[src/rtl/conv_pkg.sv]
// Shared definitions for the conv accelerator and its host DMA: FSM states,
// memory size defaults and the byte-lane packing helper.
package conv_pkg;

    // Host DMA job sequencing states
    typedef enum logic [2:0] {
        IDLE  = 3'd0,
        LOAD  = 3'd1,
        KICK  = 3'd2,
        WAIT  = 3'd3,
        DRAIN = 3'd4
    } state_t;

    localparam int unsigned DSIZE_DEFAULT = 1024;
    localparam int unsigned AW_DEFAULT    = $clog2(DSIZE_DEFAULT) + 1;
    localparam int unsigned LANES         = 4;

    // Place byte b into lane 'lane' of a 32-bit little-endian word
    function automatic logic [31:0] pack_lane(input logic [31:0] word,
                                              input logic [1:0]  lane,
                                              input logic [7:0]  b);
        logic [31:0] w;
        w = word;
        w[8*lane +: 8] = b;
        return w;
    endfunction

endpackage

[src/rtl/conv_word_packer.sv]
// Packs a byte stream into 32-bit words. A word is written when lane 3 fills
// or the job's last byte arrives; unused lanes of a partial word read as zero.
module conv_word_packer
    import conv_pkg::*;
#(
    parameter int unsigned AW = AW_DEFAULT
) (
    input  logic          clk,
    input  logic          rst_n,
    input  logic          clr,
    input  logic          in_valid,
    input  logic          in_last,
    input  logic [7:0]    in_data,
    output logic          wr,
    output logic [AW-1:0] addr,
    output logic [31:0]   data
);

    logic [1:0]    lane;
    logic [31:0]   acc;
    logic [AW-1:0] base;
    logic [31:0]   acc_n;
    logic          flush;

    // Accumulator with the incoming byte merged into its lane
    always_comb begin
        acc_n = pack_lane(acc, lane, in_data);
        flush = in_valid && ((lane == 2'd3) || in_last);
    end

    // Lane accumulation and registered word emission
    always_ff @(posedge clk or negedge rst_n) begin
        if (!rst_n) begin
            lane <= 2'd0;
            acc  <= 32'd0;
            base <= '0;
            wr   <= 1'b0;
            addr <= '0;
            data <= 32'd0;
        end else begin
            wr <= 1'b0;
            if (clr) begin
                lane <= 2'd0;
                acc  <= 32'd0;
                base <= '0;
            end else if (in_valid) begin
                if (flush) begin
                    data <= acc_n;
                    addr <= base;
                    wr   <= 1'b1;
                    acc  <= 32'd0;
                    lane <= 2'd0;
                    base <= base + AW'(LANES);
                end else begin
                    acc  <= acc_n;
                    lane <= lane + 2'd1;
                end
            end
        end
    end

endmodule

[src/rtl/conv_host_dma.sv]
// Host-side initiator for one conv instance: loads the input image through the
// input-memory port, kicks the conv, waits for done, then streams the result
// window back out as bytes with a last flag.
// Optional feature macro: CONV_HOST_PERF_EN (adds perf_cycles, WAIT cycle count).
module conv_host_dma
    import conv_pkg::*;
#(
    parameter int unsigned DSIZE = DSIZE_DEFAULT,
    parameter int unsigned AW    = $clog2(DSIZE) + 1
) (
    input  logic          clk,
    input  logic          rst_n,
    input  logic          go,
    input  logic [7:0]    data_width,
    input  logic [7:0]    data_height,
    input  logic [7:0]    result_width,
    input  logic [7:0]    result_height,
    output logic          busy,
    output logic          job_done,
    output logic          err,
    input  logic [7:0]    s_data,
    input  logic          s_valid,
    output logic          s_ready,
    output logic [7:0]    m_data,
    output logic          m_valid,
    input  logic          m_ready,
    output logic          m_last,
    output logic [AW-1:0] mi_addr,
    output logic [31:0]   mi_data,
    output logic          mi_wr,
    output logic [AW-1:0] mo_addr,
    input  logic [31:0]   mo_data,
    output logic          conv_start,
    input  logic          conv_done
`ifdef CONV_HOST_PERF_EN
    ,
    output logic [31:0]   perf_cycles
`endif
);

    state_t      state, state_n;
    logic [15:0] n_req;
    logic        req_bad;
    logic        accept_go, reject_go;
    logic [7:0]  w_q, rw_q, rh_q;
    logic [15:0] n_q;
    logic [15:0] byte_cnt;
    logic        s_fire, last_byte;
    logic [7:0]  x, y;
    logic [15:0] row_base;
    logic        fetch_done;
    logic        fetch, last_fetch, m_accept;
    logic        mo_data_unused;

    assign mo_data_unused = ^mo_data[31:8];

    // Job size check and handshake decodes
    always_comb begin
        n_req      = 16'(data_width) * 16'(data_height);
        req_bad    = (n_req == 16'd0) || (n_req > 16'(DSIZE));
        s_fire     = s_valid && s_ready;
        last_byte  = (byte_cnt == (n_q - 16'd1));
        m_accept   = m_valid && m_ready;
        fetch      = (state == DRAIN) && !fetch_done && (!m_valid || m_ready);
        last_fetch = (x == rw_q) && (y == rh_q);
    end

    // State register
    always_ff @(posedge clk or negedge rst_n) begin
        if (!rst_n) state <= IDLE;
        else        state <= state_n;
    end

    // Next-state logic
    always_comb begin
        state_n   = state;
        accept_go = 1'b0;
        reject_go = 1'b0;
        case (state)
            IDLE: begin
                if (go) begin
                    if (req_bad) begin
                        reject_go = 1'b1;
                    end else begin
                        accept_go = 1'b1;
                        state_n   = LOAD;
                    end
                end
            end
            LOAD:    if (s_fire && last_byte) state_n = KICK;
            KICK:    state_n = WAIT;
            WAIT:    if (conv_done) state_n = DRAIN;
            DRAIN:   if (m_accept && m_last) state_n = IDLE;
            default: state_n = IDLE;
        endcase
    end

    conv_word_packer #(.AW(AW)) u_packer (
        .clk      (clk),
        .rst_n    (rst_n),
        .clr      (accept_go),
        .in_valid (s_fire),
        .in_last  (last_byte),
        .in_data  (s_data),
        .wr       (mi_wr),
        .addr     (mi_addr),
        .data     (mi_data)
    );

    // Job config latches, status flags and control outputs
    always_ff @(posedge clk or negedge rst_n) begin
        if (!rst_n) begin
            w_q        <= 8'd0;
            rw_q       <= 8'd0;
            rh_q       <= 8'd0;
            n_q        <= 16'd0;
            byte_cnt   <= 16'd0;
            err        <= 1'b0;
            job_done   <= 1'b0;
            busy       <= 1'b0;
            s_ready    <= 1'b0;
            conv_start <= 1'b0;
        end else begin
            busy       <= (state_n != IDLE);
            s_ready    <= (state_n == LOAD);
            conv_start <= (state_n == KICK);
            job_done   <= reject_go || ((state == DRAIN) && m_accept && m_last);
            if (accept_go) begin
                w_q      <= data_width;
                rw_q     <= result_width;
                rh_q     <= result_height;
                n_q      <= n_req;
                byte_cnt <= 16'd0;
                err      <= 1'b0;
            end else if (reject_go) begin
                err <= 1'b1;
            end
            if (s_fire) byte_cnt <= byte_cnt + 16'd1;
        end
    end

    // Result window walk and output register slice
    always_ff @(posedge clk or negedge rst_n) begin
        if (!rst_n) begin
            x          <= 8'd0;
            y          <= 8'd0;
            row_base   <= 16'd0;
            fetch_done <= 1'b0;
            mo_addr    <= '0;
            m_data     <= 8'd0;
            m_valid    <= 1'b0;
            m_last     <= 1'b0;
        end else begin
            if ((state == WAIT) && conv_done) begin
                x          <= 8'd0;
                y          <= 8'd0;
                row_base   <= 16'd0;
                fetch_done <= 1'b0;
                mo_addr    <= '0;
            end
            if (fetch) begin
                m_data  <= mo_data[7:0];
                m_valid <= 1'b1;
                m_last  <= last_fetch;
                if (last_fetch) fetch_done <= 1'b1;
                if (x == rw_q) begin
                    x        <= 8'd0;
                    y        <= y + 8'd1;
                    row_base <= row_base + 16'(w_q);
                    mo_addr  <= AW'(row_base + 16'(w_q));
                end else begin
                    x       <= x + 8'd1;
                    mo_addr <= AW'(row_base + 16'(x) + 16'd1);
                end
            end else if (m_accept) begin
                m_valid <= 1'b0;
                m_last  <= 1'b0;
            end
        end
    end

`ifdef CONV_HOST_PERF_EN
    // Cycles spent waiting on the conv for the most recent job
    always_ff @(posedge clk or negedge rst_n) begin
        if (!rst_n)               perf_cycles <= 32'd0;
        else if (accept_go)       perf_cycles <= 32'd0;
        else if (state == WAIT)   perf_cycles <= perf_cycles + 32'd1;
    end
`endif

endmodule

[config.mk]
export PLATFORM = sky130hd
export DESIGN_NAME = conv_host_dma
export DESIGN_NICKNAME = d
export VERILOG_FILES = /design/src/rtl/conv_pkg.sv /design/src/rtl/conv_word_packer.sv /design/src/rtl/conv_host_dma.sv
export SDC_FILE = /design/constraint.sdc
export NUM_CORES = 1
export LEC_CHECK = 0
export ABC_AREA = 1
export CORE_AREA = 2 2 132 263
export DETAILED_ROUTE_END_ITERATION = 10
export DIE_AREA = 0 0 134 265
export SYNTH_ARGS = -nofsm -noshare
export SYNTH_HDL_FRONTEND = slang
export SYNTH_SLANG_ARGS = --single-unit
[constraint.sdc]
create_clock -name clk -period 2.92 [get_ports clk]
set_input_delay 0.292 -clock clk [delete_from_list [all_inputs] [get_ports clk]]
set_output_delay 0.292 -clock clk [all_outputs]
set_load 0.005 [all_outputs]
**Yosys cells after proc, flatten, opt, wreduce, memory -nomap -nowiden**

Index checks and enable logic that the tools add are counted.

- Bits in registers: 207
- Bits of input ports: 78
- Logic and storage cells: 124

- $add $sub $neg: 10
- Multiply operators: 1
- Order comparisons: 1
- Eq/ne operators: 10
- Shifts and indexed selects: 2
- Multiplexer cells: 47
- Bitwise operators: 1
- Reduce and logical (&&, ||, !) cells: 27

Operator list:

| operator | count |
|---|---|
| $mux 32 | 3 |
| $mux 16 | 5 |
| $mux 11 | 6 |
| $mux 8 | 6 |
| $neg 5->34 | 1 |
| $shift 8x34->32 const A | 1 |
| $shiftx 8x34->32 | 1 |
| $bwmux 32 | 1 |
| $mux 1 | 17 |
| $add 16x1->16 const B | 1 |
| $add 16x8->16 | 1 |
| $add 8x1->8 const B | 2 |
| $eq 16x16->1 | 1 |
| $eq 8x8->1 | 2 |
| $gt 16x11->1 const B | 1 |
| $logic_not 16->1 | 1 |
| $mul 8x8->16 | 1 |
| $sub 16x1->16 const B | 1 |
| $mux 3 | 5 |
| $pmux 3 s5 | 1 |
| $add 11x1->11 const B | 1 |
| $add 11x3->11 const B | 1 |
| $add 11x8->11 | 1 |
| $logic_and 1x1->1 | 11 |
| 14 further kinds | 27 |

**Longest topological paths before layout**

Gate-level depths: netlist (run 1).

- Depth in word-level cells: 8
- Depth in mapped cells: 29
- Gate-level depth less buffers: 27

**Hierarchy**

From an unflattened synthesis (run 1), not the netlist that was laid out.

- Cell total of the unflattened synthesis: 1,750
- Area total of the unflattened synthesis: 12,921.1 sq um

Modules (own cells, without submodules):

| module | times used | cells an instance | area an instance (sq um) | seq. area each (sq um) |
|---|---|---|---|---|
| conv_host_dma | 1 | 1,251 | 8,997.4 | 2,827.7 |
| conv_word_packer | 1 | 499 | 3,923.8 | 2,127.0 |

**Worst setup path after synthesis (run 1)**

Ideal clock, no wire load.

- Path kind: input to register
- From: in data_width[0]
- To: reg u_packer.acc[10]
- Setup time: 0.119 ns
- Data arrival time: 4.476 ns
- Required time: 2.801 ns
- Slack: -1.675 ns
- Cell stages on the path: 25
- Cell sequence: clkbuf_1 > nand2_1 > fa_1 > fa_1 > inv_1 > fa_1 > inv_1 > fa_1 > inv_1 > ha_1 > nand2_1 > inv_1 > nand2_1 > nand3_1 > nand2_1 > nand2_1 > nor2_2 > nand2_1 > nand2_1 > nand4_1 > buf_6 > buf_8 > buf_4 > nand3_1 > nand2_1

- Longest elaborated chain between the ends: 7
- Elaborated cells between the ends (all ways): 9
- Classes of those cells: mul (1); order compare (1); mux (4); reduce/logical (3)

Ends and longest elaborated chain:

| what | line | RTL |
|---|---|---|
| start: declaration | conv_host_dma.sv:14 | `input logic [7:0] data_width,` |
| $mul 8x8->16 * | conv_host_dma.sv:59 | `n_req = 16'(data_width) * 16'(data_height);` |
| $gt 16x11->1 or $logic_not 16->1 (tied branches) | conv_host_dma.sv:60 | `req_bad = (n_req == 16'd0) \|\| (n_req > 16'(DSIZE));` |
| $logic_or 1x1->1 * | conv_host_dma.sv:60 |  |
| $mux 1 * | conv_host_dma.sv:82 | `if (req_bad) begin` |
| $mux 1 * | conv_host_dma.sv:81 | `if (go) begin` |
| $mux 1 * | conv_host_dma.sv:79 | `case (state)` |
| $mux 32 or $reduce_bool 2->1 (tied branches) | -- |  |
| end signal: assignment | conv_word_packer.sv:55 | `acc <= acc_n;` |
| end: declaration | conv_word_packer.sv:20 | `logic [31:0] acc;` |

Mark *: on every way between the ends. The rest lies on a longest branch, timed or not.
A chain may end at the register's enable or synchronous reset.

**Worst setup path in the final report (run 1)**

- From: in data_width[3]
- To: reg u_packer.data[12]

- Longest elaborated chain between the ends: 8
- Elaborated cells between the ends (all ways): 9
- Classes of those cells: mul (1); order compare (1); mux (3); bitwise (1); reduce/logical (3)

Ends and longest elaborated chain:

| what | line | RTL |
|---|---|---|
| $mul 8x8->16 * | conv_host_dma.sv:59 |  |
| $gt 16x11->1 or $logic_not 16->1 (tied branches) | conv_host_dma.sv:60 |  |
| $logic_or 1x1->1 * | conv_host_dma.sv:60 |  |
| $mux 1 * | conv_host_dma.sv:82 |  |
| $mux 1 * | conv_host_dma.sv:81 |  |
| $mux 1 * | conv_host_dma.sv:79 |  |
| $not 1->1 (no source line) * | -- |  |
| $reduce_and 3->1 (no source line) * | -- |  |
| end signal: assignment | conv_word_packer.sv:48 | `data <= acc_n;` |
| end: declaration | conv_word_packer.sv:16 | `output logic [31:0] data` |

Marked as above.

==> results of run 1 <==
area by class of cell:
| class | count | area (µm²) | share of cell area [%] |
|---|---|---|---|
| clock inverters | 10 | 159 | 0.885 |
| flip-flops and latches | 198 | 4950 | 27.6 |
| well taps | 436 | 546 | 3.04 |
| repair buffers | 243 | 2910 | 16.2 |
| clock buffers | 22 | 484 | 2.70 |
| multi-input cells | 1214 | 7830 | 43.6 |
| inverters | 286 | 1070 | 5.98 |
stage by stage:
step,power [mW],setup TNS [ps],cell area (µm²),cells
after floorplan,7.13,-178660,13700,1775
after global placement,8.64,-326940,15500,2331
after detailed placement,8.73,-337260,15500,2331
after CTS,12.0,-178380,17000,2391
after global routing,13.5,-205790,17900,2409
final,12.6,-184940,17900,2409
final timing paths:
check,startpoint,end,depth (start not counted)
setup / recovery,data_width[3],u_packer.data[12],24
hold / removal,data_width[2],w_q[2],4
setup reg to reg,n_q[0],u_packer.base[10],16
hold reg to reg,u_packer.data[19],u_packer.data[19],2
max in group asynchronous,rst_n,u_packer.addr[5],3
min in group asynchronous,rst_n,byte_cnt[2],2
kinds of logic after synthesis:
| group | count (synthesis) | synth area share [%] |
|---|---|---|
| XOR/XNOR | 41 | 2.97 |
| buffers and inverters | 363 | 11.6 |
| flip-flops | 198 | 37.2 |
| other | 1 | 0.0282 |
| adder cells (fa/ha/maj) | 101 | 11.6 |
| AND/OR/NAND/NOR | 920 | 29.8 |
| AO/OA/AOI/OAI | 150 | 6.72 |
cell usage after synthesis (2+ instances only):
cell type	n	area share, %
nand2_1	525	15
inv_1	281	7.9
nand3_1	202	7.6
dfrtp_1	198	37
nor2_1	93	2.6
ha_1	63	5.9
nand4_1	60	2.8
o21ai_0	47	1.8
o22ai_1	39	1.8
fa_1	38	5.7
a21oi_1	34	1.3
clkbuf_1	31	0.87
xor2_1	27	1.8
buf_4	14	0.79
buf_6	14	1.2
a21oi_2	12	0.79
nor3_1	11	0.41
xnor2_1	11	0.72
buf_1	9	0.25
buf_2	8	0.30
nand3b_1	8	0.45
or2_2	5	0.23
nor2_2	4	0.19
o211ai_1	4	0.23
inv_2	3	0.085
nor2_4	3	0.25
nor4_1	3	0.14
a21o_1	2	0.11
a22o_1	2	0.13
clkinv_1	2	0.056
nand2_2	2	0.094
o21bai_1	2	0.11
o221ai_1	2	0.13
report_power, final:
group / switching [mW] / internal, mW / total [mW]
Combinational: 3.45 / 2.78 / 6.23
Clock: 1.12 / 1.46 / 2.58
Sequential: 0.492 / 3.28 / 3.78
flip-flops by register name (all words and copies together) (netlist names), 9 cells and up:
signal         cells
u_packer.addr      9
row_base          11
u_packer.data     32
u_packer.acc      32
n_q               16
byte_cnt          16
mo_addr           11
u_packer.base      9
routing by layer:
metal / wire length [µm] / share of wire, % / vias up
li1: - / - / 6024
met1: 14200 / 36 / 5962
met2: 22400 / 57 / 292
met3: 1190 / 3.0 / 106
met4: 1690 / 4.3 / 0
met5: 0 / 0 / -
worst max-delay path, delay by kind of cell:
family / cells / cell delay (ps)
fa+ha+maj: 5 / 2380
buf+inv: 7 / 760
simple gates: 12 / 1160
timing repair:
item,4_1_cts,5_1_grt
resized for setup,192,164
hold buffers,1,0
setup endpoints to repair,146,146
endpoints found under the hold margin,58,0
pin swaps,39,83
cloned,11,17
buffers inserted,16,6
==> flow_summary.toml, run 1 <==
[sta]
slew_violations = 0
slew_headroom_pct = 53.5
hold_violations = 0
rsz0062_at_grt = "true"
setup_viol = 146
period_minus_slack_ps = 4240
worst_slack_ps = -1320
holdWs_ps = 232
clock_skew_ps = 9.28
maxClockFrequency_mhz = 236
fin_crit_sh_pct = 145
worstMarginPinSlew_ps = 697

[hold_path]
hold_class = "input port to register"

[clocking]
cts_root_buf = "clkbuf_16"
cts_buffer_depth = 2
clkLatencyLatePin_ps = 450
clock-sinks = 198
cts_tree = "yes"
numCtsBuffers = 17
clkTransAtPathRegs_ps = 70
h-tree-depth = 4

[global_routing]
grt_overflow = 0
grt.busiest_layer = "met2"
met3_usage_pct = 3.02
grt.total_usage_pct = 22.0
first_global_vias = 12400
globalRouteMet2Util_pct = 43.0
grt_antenna_before_repair = 0
grt_use_met1_pct = 22.4
grt_max_degree = 65
grt_pass1_wl_mm = 62.2

[critical_path]
path_cells = "buf_12 -> nand2_4 -> inv_2 -> fa_1 -> fa_2 -> fa_1 -> inv_2 -> fa_1 -> inv_2 -> ha_4 -> nand2_4 -> nor2_4 -> nand2_2 -> nand4_1 -> nand2_1 -> nor2_2 -> nand3_2 -> nand4_1 -> buf_6 -> nand2_8 -> buf_12 -> buf_16 -> nand2_1 -> nand2_1"
slowest_stage = "fa_1"
r2r_slack_ps = -110
slowest_delay_ps = 580
worst-path-max-fanout = 8
cp-end-kind = "register"
critPathLaunchType = "input port"
crit_required_ps = 3270
cp.arrival_ps = 4580
setup.worst_path.class = "input port to register"

[placement]
dp_slack_ps = -2360
gp_congestion = 0.926
place_hpwl_mm = 27.4
io_buffers = 121

[routing]
drcViolationCount = 0
drtIter0Drc = 665
routed_wl_mm = 39.4
wl_per_cell_um = 16.4
firstDrtPassIters = 5
vias = 12400
vias_per_cell = 5.14
drtAntennaViolNets = 0

[logic_synthesis]
yosys_register_bits = 198
synthCells = 1774
synth_flop_cell = "dfrtp_1"
ys_warn_count = 0
avgSynthCellArea_um2 = 7.50
netlist_area_um2 = 13300
ys_seq_area_share_pct = 37.2
synth_cell_types = 48
synth_edf_count = 0
async_reset_ff_share_pct = 100

[finish]
final_common_cell = "nand2_1"
nFillCells = 3079
nets = 2139
antenna_cells = 0
final_cell_mix = "nand2_1, inv_1, dfrtp_1"
drive_above_1_share_pct = 20.5
post-route-util_pct = 53.7
syn2layout_area_growth_pct = 34.8

[run]
cap_violations = 0

[floorplan]
core.rowCount = 95
die-area_um2 = 35500
initial_core_util_pct = 39.9
fp.dieW_um = 134
io_pins = 148
core_um2 = 33400
die_h_um = 265

[outcome]
violations = "setup timing"
status = "complete, but fails checks"

[pwr]
ir_worst_vdd_v = 0.000545
p_leak_nw = 9.36
p_per_area_nw_per_um2 = 701
Note: power is estimated with default switching activity, not from simulation.
==> inputs of run 2 (changes only) <==
--- a/config.mk
+++ b/config.mk
@@ -7,8 +7,9 @@
 export LEC_CHECK = 0
 export ABC_AREA = 1
-export CORE_AREA = 2 2 132 263
+export CORE_AREA = 2 2 131 260
 export DETAILED_ROUTE_END_ITERATION = 10
-export DIE_AREA = 0 0 134 265
+export DIE_AREA = 0 0 133 262
 export SYNTH_ARGS = -nofsm -noshare
 export SYNTH_HDL_FRONTEND = slang
+export SYNTH_HIERARCHICAL = 1
 export SYNTH_SLANG_ARGS = --single-unit
==> constraint.sdc (replaced) <==
create_clock -name clk -period 2.92 [get_ports clk]
set_input_delay 0.584 -clock clk [delete_from_list [all_inputs] [get_ports clk]]
set_output_delay 0.584 -clock clk [all_outputs]
set_load 0.005 [all_outputs]
==> run 2 against run 1 <==
Compared with the run above:
- worst setup slack got worse by 380 ps
- cell count fell by 0.62%
- clock-buffer cell count fell by 5
- maximum frequency fell by 8.1%
- utilization fell by 2.2 points
- the flow still finishes with violations (setup timing)
- total power rose by 7.6%
- hold slack got worse by 96 ps
- first-iteration DRC count fell by 32%
- design area fell by 5.7%
- non-clock buffer count fell by 9
==> flow_summary.toml, run 2 <==
[logic_synthesis]
synthXorXnorAreaFrac_pct = 2.51
synth_cell_types = 46
synth_area_leader_cell = "dfrtp_1"
ys_warn_count = 6
synthMuxAreaShare_pct = 0
yosys-top-cells-count = "nand2_1, inv_1, dfrtp_1"
async_reset_ff_share_pct = 100
netlist.area_leader.share_pct = 38.3
yosys.area_share.adder_pct = 11.9
ys_seq_area_share_pct = 38.3
synth.most_common_cell = "nand2_1"
yosys_register_bits = 198
synth_edf_count = 0
avgSynthCellArea_um2 = 7.38
synth_top_family_by_area = "simple AND/OR/NAND/NOR gates"
synth_area_leaders = "dfrtp_1, nand2_1, inv_1, ha_1, fa_1"
netlist_area_um2 = 12900
synth-simple-area-share_pct = 30.5
synth_flop_cell = "dfrtp_1"
synthCells = 1750
synth_compound_area_share_pct = 6.75

[clocking]
h-tree-depth = 4
numCtsBuffers = 17
clkLatencyLatePin_ps = 460
clock-sinks = 198
cts_buffer_depth = 2
cts_tree = "yes"
clkTransAtPathRegs_ps = 70
cts_root_buf = "clkbuf_16"

[finish]
final_cell_mix = "nand2_1, inv_1, dfrtp_1"
nFillCells = 3164
syn2layout_area_growth_pct = 31.0
largestRegisters = "u_packer/acc (32), u_packer/data (32)"
drive_above_1_share_pct = 18.5
nets = 2127
antenna_cells = 0
final_common_cell = "nand2_1"

[global_routing]
met3_usage_pct = 2.26
grt_max_degree = 72
globalRouteMet2Util_pct = 46.5
grt.busiest_layer = "met2"
grt_antenna_before_repair = 0
grt.total_usage_pct = 22.4
first_global_vias = 12100
grt_use_met1_pct = 21.2
grt_pass1_wl_mm = 60.8
grt_overflow = 0

[placement]
io_buffers = 121
dp_slack_ps = -3020
place_hpwl_mm = 27.9
gp_congestion = 0.889

[run]
cap_violations = 0

[floorplan]
core_um2 = 32800
core.rowCount = 94
initial_core_util_pct = 39.4
fp.dieW_um = 133
io_pins = 148
die-area_um2 = 34800
die_h_um = 262

[hold_path]
hold_class = "input port to asynchronous set/reset pin"

[critical_path]
worst-path-max-fanout = 4
cp.arrival_ps = 4990
crit_required_ps = 3300
critPathLaunchType = "input port"
cp-end-kind = "register"
r2r_slack_ps = 60
setup.worst_path.class = "input port to register"

[routing]
drtIter0Drc = 455
firstDrtPassIters = 6
vias = 11900
routed_wl_mm = 37.5
vias_per_cell = 4.97
wl_per_cell_um = 15.7
drcViolationCount = 0
drtAntennaViolNets = 0

[sta]
worst_slack_ps = -1690
worstMarginPinSlew_ps = 1020
slew_headroom_pct = 31.7
maxClockFrequency_mhz = 217
clock_skew_ps = 13.2
slew_violations = 0
hold_violations = 0
tns_ps = -229700
holdWs_ps = 136
rsz0062_at_grt = "true"
setup_viol = 146
fin_crit_sh_pct = 158
period_minus_slack_ps = 4610

[pwr]
p_per_area_nw_per_um2 = 800
intPower_mw = 7.83
power_frac_seq_pct = 30.3
total_power_mw = 13.5
power_frac_comb_pct = 52.2
ir_worst_vdd_v = 0.000376
pwr-share-clk_pct = 17.5
p_sw_mw = 5.72
p_leak_nw = 8.88
switching_share_pct = 42.2

[outcome]
violations = "setup timing"
status = "complete, but fails checks"
-- run 2: cell types whose count changed after synthesis, sizes merged, moves of 10 or more --
cell   change
buf       -10
o21ai     +36
a21oi     -14
o22ai     -25
inv       -36
nand4     -19
nand3    -107
nand2    +144
-- run 2: worst paths after layout --
| path | cells past startpoint | end | start |
|---|---|---|---|
| setup / recovery | 28 | u_packer/lane[1] | data_width[6] |
| hold / removal | 1 | u_packer/data[17] | rst_n |
| setup reg to reg | 20 | u_packer/data[21] | n_q[1] |
| hold reg to reg | 2 | m_data[5] | m_data[5] |
| max in group asynchronous | 2 | n_q[5] | rst_n |
| min in group clk | 2 | m_data[5] | m_data[5] |
-- run 2: area by class of cell --
cell class / instances / area (µm²) / area share [%]
multi-input combinational: 1247 / 7320 / 43.3
sequential: 198 / 4950 / 29.3
timing repair buffer: 234 / 2540 / 15.0
inverter: 249 / 960 / 5.67
tap: 432 / 541 / 3.19
clock buffer: 17 / 425 / 2.51
clock inverter: 15 / 158 / 0.931
timing repair inverter: 2 / 25.0 / 0.148
-- run 2: routing by layer --
metal	vias to the layer above	part of all wire, %
met4	0	4.7
met5	-	0
met3	95	2.0
met2	239	59
li1	5870	-
met1	5698	34
-- run 2: timing repair --
action / in CTS / in global routing
endpoints found under the hold margin: 0 / 0
pin swaps: 33 / 40
gates cloned: 14 / 0
endpoints found under the setup margin: 146 / 146
gates resized for setup: 164 / 81
setup buffers: 18 / 2
hold buffers: 0 / 0
-- run 2: logic make-up after synthesis --
kind of cell	after synthesis
DFF	198
xor gates and xnor gates	37
and+or+nand+nor	953
other	1
buffers and inverters	307
AOI/OAI and AO/OA	154
adders and majority gates	100
-- run 2: power groups by stage --
stage          combinational (mW)  sequential [mW]  clock (mW)
2_1_floorplan                3.96             4.01           0
3_3_place_gp                 6.05             4.10           0
3_5_place_dp                 6.11             4.13           0
4_1_cts                      6.80             4.11        2.43
5_1_grt                      7.88             4.22        2.53
6_report                     7.07             4.11        2.36
-- run 2: worst max-delay path, stage by stage --
cell	delay, ps
buf_4	140
nand2_1	60
inv_1	50
fa_1	580
fa_2	460
fa_1	500
inv_1	50
fa_1	500
inv_2	50
ha_4	240
nand2_2	80
nand2_4	60
a21oi_4	150
nand2_1	70
nand2_1	70
nand2_2	80
nor2_1	100
nand3_1	90
nand2_2	90
nor2_2	50
nand2_2	80
clkinv_4	70
buf_12	130
buf_12	120
nor2_4	140
nand2_8	140
buf_6	150
o21ai_2	110
-- run 2: through the flow --
step / util (%) / cells / instance area, µm²
floorplan: - / 1751 / 13400
global placement: 46.7 / 2330 / 15300
detailed placement: 46.7 / 2330 / 15300
CTS: 51.0 / 2393 / 16700
global route: 51.6 / 2394 / 16900
finish: 51.6 / 2394 / 16900
==> inputs of run 3 (changes only) <==
GPL_TIMING_DRIVEN = 1   (was not set)
==> results of run 3 <==
Final layout, timing and power as in run 2 (identical DEF).
